File: config.mk
export PLATFORM = sky130hd
export DESIGN_NAME = serial_subtractor_flat
export DESIGN_NICKNAME = d
export VERILOG_FILES = /design/src/rtl/serial_subtractor_if.sv /design/src/rtl/serial_subtractor.sv /design/src/flat_wrapper.sv
export SDC_FILE = /design/constraint.sdc
export NUM_CORES = 1
export LEC_CHECK = 0
export BUFFER_PORTS_ARGS = -buffer_cell sky130_fd_sc_hd__buf_2
export CORE_ASPECT_RATIO = 1.75
export CORE_MARGIN = 3
export CORE_UTILIZATION = 52
export CTS_BUF_LIST = sky130_fd_sc_hd__clkbuf_8
export CTS_CLUSTER_DIAMETER = 30
export DETAILED_ROUTE_END_ITERATION = 16
export PLACE_DENSITY_LB_ADDON = 0.05
export SYNTH_ARGS = -nofsm -noshare
export SYNTH_HDL_FRONTEND = slang
export SYNTH_SLANG_ARGS = --single-unit
File: constraint.sdc
create_clock -name clk -period 3.4 [get_ports clk]
set_input_delay 0 -clock clk [delete_from_list [all_inputs] [get_ports clk]]
set_output_delay 0 -clock clk [all_outputs]
set_load 0.02 [all_outputs]
File: src/rtl/serial_subtractor_if.sv
// Start/busy/done handshake bundle for the digit-serial subtractor: operands in, result and flags out.
// The controlling sequencer holds the master side; the subtract unit holds the slave side.
interface serial_subtractor_if #(
    parameter int WIDTH = 16
);
    logic             start;
    logic [WIDTH-1:0] A;
    logic [WIDTH-1:0] B;
    logic             busy;
    logic             done;
    logic [WIDTH-1:0] Z;
    logic             carry;
    logic             zero;
    logic             sign;
    logic             parity;
    logic             overflow;

    modport master (
        output start, A, B,
        input  busy, done, Z, carry, zero, sign, parity, overflow
    );

    modport slave (
        input  start, A, B,
        output busy, done, Z, carry, zero, sign, parity, overflow
    );
endinterface

File: src/rtl/serial_subtractor.sv
// Digit-serial Z = A - B (A + ~B + 1), DIGIT bits per clock; done pulses WIDTH/DIGIT cycles after accept.
// start is only honoured in IDLE/DONE, so back-to-back ops run every WIDTH/DIGIT+1 cycles.
module serial_subtractor #(
    parameter int WIDTH = 16,
    parameter int DIGIT = 4
) (
    input  logic                clk,
    input  logic                rst,
    serial_subtractor_if.slave  bus
);
    localparam int N     = WIDTH / DIGIT;
    localparam int CNT_W = (N > 1) ? $clog2(N) : 1;
    localparam logic [CNT_W-1:0] LAST = CNT_W'(N - 1);

    typedef enum logic [1:0] {
        IDLE = 2'd0,
        RUN  = 2'd1,
        DONE = 2'd2
    } state_t;

    state_t           r_state;
    logic [WIDTH-1:0] r_a;
    logic [WIDTH-1:0] r_b;
    logic [WIDTH-1:0] r_acc;
    logic [CNT_W-1:0] r_cnt;
    logic             r_c;
    logic             r_busy;
    logic             r_done;
    logic [WIDTH-1:0] r_z;
    logic             r_carry;
    logic             r_zero;
    logic             r_sign;
    logic             r_parity;
    logic             r_overflow;

    logic [DIGIT-1:0] w_a_dig;
    logic [DIGIT-1:0] w_b_dig;
    logic [DIGIT:0]   w_sum;
    logic [WIDTH-1:0] w_result;

    assign w_a_dig = r_a[r_cnt*DIGIT +: DIGIT];
    assign w_b_dig = r_b[r_cnt*DIGIT +: DIGIT];
    assign w_sum   = {1'b0, w_a_dig} + {1'b0, ~w_b_dig} + (DIGIT+1)'(r_c);

    // Accumulator shifts right: after the last digit it holds the full result, newest digit on top.
    assign w_result = WIDTH'({w_sum[DIGIT-1:0], r_acc} >> DIGIT);

    always_ff @(posedge clk) begin
        if (rst) begin
            r_state    <= IDLE;
            r_a        <= '0;
            r_b        <= '0;
            r_acc      <= '0;
            r_cnt      <= '0;
            r_c        <= 1'b0;
            r_busy     <= 1'b0;
            r_done     <= 1'b0;
            r_z        <= '0;
            r_carry    <= 1'b0;
            r_zero     <= 1'b0;
            r_sign     <= 1'b0;
            r_parity   <= 1'b0;
            r_overflow <= 1'b0;
        end else begin
            case (r_state)
                IDLE, DONE: begin
                    r_done <= 1'b0;
                    if (bus.start) begin
                        r_a     <= bus.A;
                        r_b     <= bus.B;
                        r_c     <= 1'b1;
                        r_cnt   <= '0;
                        r_busy  <= 1'b1;
                        r_state <= RUN;
                    end else begin
                        r_state <= IDLE;
                    end
                end
                RUN: begin
                    r_acc <= w_result;
                    r_c   <= w_sum[DIGIT];
                    r_cnt <= r_cnt + CNT_W'(1);
                    if (r_cnt == LAST) begin
                        r_z        <= w_result;
                        r_carry    <= ~w_sum[DIGIT];
                        r_zero     <= (w_result == '0);
                        r_sign     <= w_result[WIDTH-1];
                        r_parity   <= ~^w_result;
                        r_overflow <= (r_a[WIDTH-1] & ~r_b[WIDTH-1] & ~w_result[WIDTH-1]) |
                                      (~r_a[WIDTH-1] & r_b[WIDTH-1] & w_result[WIDTH-1]);
                        r_busy     <= 1'b0;
                        r_done     <= 1'b1;
                        r_state    <= DONE;
                    end
                end
                default: begin
                    r_busy  <= 1'b0;
                    r_done  <= 1'b0;
                    r_state <= IDLE;
                end
            endcase
        end
    end

    assign bus.busy     = r_busy;
    assign bus.done     = r_done;
    assign bus.Z        = r_z;
    assign bus.carry    = r_carry;
    assign bus.zero     = r_zero;
    assign bus.sign     = r_sign;
    assign bus.parity   = r_parity;
    assign bus.overflow = r_overflow;
endmodule

File: src/flat_wrapper.sv
// flat-port wrapper written by rule: the top's interface ports become plain ports
module serial_subtractor_flat 
#(
    parameter int WIDTH = 16,
    parameter int DIGIT = 4
)
  (clk, rst, bus_start, bus_A, bus_B, bus_busy, bus_done, bus_Z, bus_carry, bus_zero, bus_sign, bus_parity, bus_overflow);
  serial_subtractor_if #(.WIDTH(WIDTH)) bus_i ();
  input  logic clk;
  input  logic rst;
  input wire logic [$bits(bus_i.start)-1:0] bus_start;
  input wire logic [$bits(bus_i.A)-1:0] bus_A;
  input wire logic [$bits(bus_i.B)-1:0] bus_B;
  output wire logic [$bits(bus_i.busy)-1:0] bus_busy;
  output wire logic [$bits(bus_i.done)-1:0] bus_done;
  output wire logic [$bits(bus_i.Z)-1:0] bus_Z;
  output wire logic [$bits(bus_i.carry)-1:0] bus_carry;
  output wire logic [$bits(bus_i.zero)-1:0] bus_zero;
  output wire logic [$bits(bus_i.sign)-1:0] bus_sign;
  output wire logic [$bits(bus_i.parity)-1:0] bus_parity;
  output wire logic [$bits(bus_i.overflow)-1:0] bus_overflow;
  assign bus_i.start = bus_start;
  assign bus_i.A = bus_A;
  assign bus_i.B = bus_B;
  assign bus_busy = bus_i.busy;
  assign bus_done = bus_i.done;
  assign bus_Z = bus_i.Z;
  assign bus_carry = bus_i.carry;
  assign bus_zero = bus_i.zero;
  assign bus_sign = bus_i.sign;
  assign bus_parity = bus_i.parity;
  assign bus_overflow = bus_i.overflow;
  serial_subtractor #(.WIDTH(WIDTH), .DIGIT(DIGIT)) u_core (.clk(clk), .rst(rst), .bus(bus_i));
endmodule
## Word-level counts from Yosys, hierarchy flattened

Index checks and enable logic that the tools add are counted.

- Register bits: 76
- Logic and storage cells: 54
- Bits of input ports: 35

- Bitwise logic cells: 11
- Equality and inequality tests: 5
- $add $sub $neg: 3
- Multiplexer cells: 9
- Shifts and indexed selects: 2
- Reduce and logical (&&, ||, !) cells: 10

Operators with widths:

| cell | number |
|---|---|
| $shiftx 16x5->4 | 2 |
| $logic_not 16->1 | 1 |
| $reduce_xnor 16->1 | 1 |
| $pmux 2 s2 | 2 |
| $reduce_and 2->1 | 4 |
| $add 4x4->5 | 1 |
| $add 5x1->5 | 1 |
| $not 1->1 | 5 |
| $and 1x1->1 | 4 |
| $eq 2x2->1 const B | 2 |
| $mux 2 | 2 |
| $not 4->4 | 1 |
| $pmux 1 s2 | 2 |
| $reduce_or 2->1 | 2 |
| $mux 1 | 3 |
| $add 2x1->2 const B | 1 |
| $eq 2x1->1 const B | 1 |
| $logic_not 2->1 | 1 |
| $ne 2x1->1 const B | 1 |
| $ne 2x2->1 const B | 1 |
| $reduce_bool 2->1 | 1 |
| $or 1x1->1 | 1 |

## Logic depth before layout (Yosys ltp)

- Depth in word-level cells: 7
- Mapped depth: 12
- Gate-level depth less buffers: 11

## Worst setup path before layout

OpenSTA, ideal clock, no wires.

- Path kind: register to register
- Start point: reg u_core.r_cnt[0]
- End point: reg u_core.r_parity, in the netlist u_core.bus.parity
- Setup slack: -0.299 ns
- Setup time: 0.064 ns
- Required time: 3.336 ns
- Period minus slack after synthesis: 3.699 ns
- Path buffers: 1
- Arrival: 3.635 ns
- Stages on the path, launching flop included: 12
- Cell sequence: dfxtp_1 > clkbuf_1 > mux4_2 > fa_1 > fa_1 > inv_1 > ha_1 > xnor2_1 > xnor3_1 > or4b_1 > o31a_1 > nand4_1

- Longest elaborated chain between the ends: 5

Ends and longest elaborated chain:

| what | RTL line | text |
|---|---|---|
| from (decl) | serial_subtractor.sv:25 | `logic [CNT_W-1:0] r_cnt;` |
| from (signal assigned) | serial_subtractor.sv:82 | `r_cnt <= r_cnt + CNT_W'(1);` |
| $shiftx 16x5->4 | serial_subtractor.sv:42 | `assign w_b_dig = r_b[r_cnt*DIGIT +: DIGIT];` |
| $not 4->4 | serial_subtractor.sv:43 | `assign w_sum = {1'b0, w_a_dig} + {1'b0, ~w_b_dig} + (DIGIT+1)'(r_c);` |
| $add 4x4->5 * | serial_subtractor.sv:43 |  |
| $add 5x1->5 * | serial_subtractor.sv:43 |  |
| net u_core.w_sum[1] | serial_subtractor.sv:38 | `logic [DIGIT:0] w_sum;` |
| $reduce_xnor 16->1 * | serial_subtractor.sv:88 | `r_parity <= ~^w_result;` |
| to (signal assigned) | serial_subtractor.sv:88 |  |
| to (decl) | serial_subtractor.sv:33 | `logic r_parity;` |

The timed path passes the listed nets; every way through them passes the cells marked *.
A chain may end at the register's enable or synchronous reset.

## Worst setup path after layout

Ends and elaborated chain as after synthesis.

==> results.cfg <==
[worst_setup_path]
crit_path_end_kind = flop
slowest_delay_ns = 0.59
path_delay_family = adder cells
r2r_end = u_core.bus.parity
worstPathBufferInverterCount = 1
crit_path_start_kind = flop
crit_path_max_fanout = 3
path_class = flop to flop
arrival_ns = 3.61
r2r-start = u_core.r_cnt[0]
path_cells = mux4_2 > fa_2 > fa_1 > inv_1 > ha_1 > xnor2_1 > xnor3_1 > or4b_1 > o31a_1 > nand4_1
critPathSlowestCell = fa_1
r2r_setup_slack_ns = 0.06
reg2reg_depth = 10
crit_required_ns = 3.68

[logic_synthesis]
synth_common_cells = 120 x nand2_1, 71 x dfxtp_1, 62 x a21oi_1, 23 x clkbuf_1, 18 x inv_1
yosysMostFrequentCell = nand2_1
synth_seq_area_share_pct = 45.8
synthDistinctLibCells = 35
synth-seq-cells = 71
yosys_warnings = 0
synth_area_leader_cell = dfxtp_1
avgSynthCellArea_um2 = 8.34
synth_area_leaders = dfxtp_1 46%, nand2_1 15%, a21oi_1 10%, mux4_2 5.8%, ha_1 4.4%
synth_area_um2 = 3100
synth-edff-count = 0
synth_top_area_share_pct = 45.8
synthCells = 372
async_flop_share_pct = 0
syn_nets = 420
synth-main-ff-cell = dfxtp_1

[timing]
fin_crit_ns = 3.34
slew_violations = 0
slew_headroom_pct = 26.2
worstMarginPinSlew_ns = 1.11
finalSetupViolCount = 0
fmax_mhz = 300
worst_clock_skew_ns = 0.0100
hold_viol = 0
min_period_over_period_pct = 98.1

[layout]
nNetsFinal = 504
layout-drive-gt1-share_pct = 20.8
area_delta_synth_final_pct = 30.3
fin_area_um2 = 4040
antenna-diode-count = 0
fillers = 499

[clock_tree]
cts_buffers = 9
htreeDepth = 3
clk_path_buf_depth = 2
path_clk_slew_ns = 0.08
root_buffer = clkbuf_8
clock-sinks = 71
cts_tree = built
worstSkewPairLatency_ns = 0.34

[detailed_routing]
vias = 2722
dr.first_iter.drc_count = 141
drcViolationCount = 0
vias_per_cell = 5.07
ant_nets = 0
drtPass1Iterations = 4
routed_wl_um = 7100
wl_per_cell_um = 13.2

[worst_hold_path]
min_path_type = input pin to flop
min_from = rst
holdPathStages = 2
worstHoldEndpoint = u_core.bus.Z[8]

[power]
power.density_nw_per_um2 = 534
ir_drop_mv = 0.401
p_leak_uw = 0.00168
total_power_uw = 2160

[die]
start_util_pct = 54.7
die_w_um = 64.4
die_h_um = 108
die-area_um2 = 6970
fp-row-count = 36
io_pins = 58
coreArea_um2 = 5680

[job]
cap_viol_max_count = 0

[grt]
grt_max_degree = 54
overflow = 0
grt_pass1_vias = 2708
grt_pass1_wl_um = 11900
antenna_found_initial = 0
gr-usage-all-layers_pct = 22.2

[run_status]
status = completed

[placement]
place_congestion = 0.775
place_area_um2 = 3430
numPortBuffers = 57
dpl.hpwl_um = 4960
==> power by group <==
part	switching (uW)	internal, uW
combinational	177	199
clock	305	580
sequential	29.6	868
total	512	1650
==> how the worst max path moves through the flow <==
stage,from,end,slack (ns),depth (start not counted)
2_1_floorplan,u_core.r_cnt[0],u_core.bus.parity,0.005,11
3_3_place_gp,u_core.r_cnt[0],u_core.bus.parity,0.16,10
3_5_place_dp,u_core.r_cnt[0],u_core.bus.parity,0.005,10
4_1_cts,u_core.r_cnt[0],u_core.bus.parity,0.02,10
5_1_grt,u_core.r_cnt[0],u_core.bus.parity,-0.02,12
6_report,u_core.r_cnt[0],u_core.bus.parity,0.06,10
==> routing by layer <==
metal	global-route usage [%]	vias to the layer above	share of wire, %
met3	3.53	19	3.1
met5	0	-	0
met1	21.1	1263	36
li1	-	1386	-
met4	14.2	0	3.4
met2	42.8	54	58
==> cell type report <==
cell class                 instances  area [um^2]  share of cell area (%)
clock buffer                      10          138                    3.40
clock inverter                     6          133                    3.28
inverter                          18         67.6                    1.67
timing repair buffer              98          673                    16.6
multi-input combinational        258         1510                    37.4
sequential                        71         1420                    35.2
tap                               76         95.1                    2.35
==> registers in the layout, summed over array words and instances (netlist names) <==
name and cells:
u_core.bus.Z 16, u_core.bus.busy 1, u_core.bus.carry 1, u_core.bus.done 1
u_core.bus.overflow 1, u_core.bus.parity 1, u_core.bus.zero 1, u_core.r_a 16
u_core.r_acc 12, u_core.r_b 16, u_core.r_c 1, u_core.r_cnt 2
u_core.r_state 2
==> cells by family (layout without fill, tap and decap cells) <==
kind of cell / Yosys count / after routing / synth area share, %
simple gates: 157 / 157 / 21.1
compound gates: 73 / 73 / 12.5
flops: 71 / 71 / 45.8
buf+inv: 43 / 132 / 5.56
fa+ha+maj: 13 / 13 / 5.73
mux: 9 / 9 / 6.13
xor+xnor: 6 / 6 / 3.10
==> timing repair <==
action	CTS	global route
resized for setup	0	3
hold buffers	32	0
endpoints found under the setup margin	1	1
setup buffers	1	1
pin swaps	0	1
cloned	0	0
hold endpoints to repair	32	0
==> metrics by stage <==
step	setup slack (ns)	utilization (%)	setup TNS (ns)	std cells	hold WS, ns
2_1_floorplan	0.00469	-	0	372	0.136
6_report	0.0632	71.3	0	537	0.0722
5_1_grt	-0.0185	71.3	-0.0185	537	0.0893
3_3_place_gp	0.161	60.5	0	487	0.242
4_1_cts	0.0240	71.0	0	536	0.0549
3_5_place_dp	0.00488	60.5	0	487	0.247
==> cells in the final DEF (no fill, tap or decap), drive strengths merged, types with 3 or more instances in the layout <==
cell	synthesis	routed
a211oi	4	4
clkbuf	23	10
dlygate4sd3	0	32
buf	2	66
mux4	8	8
nand2	120	120
nor2	15	15
ha	11	11
dfxtp	71	71
nor2b	5	5
nor3	3	3
xnor2	4	4
inv	18	19
bufinv	0	4
a21oi	62	62
(Power assumes the default switching activity.)
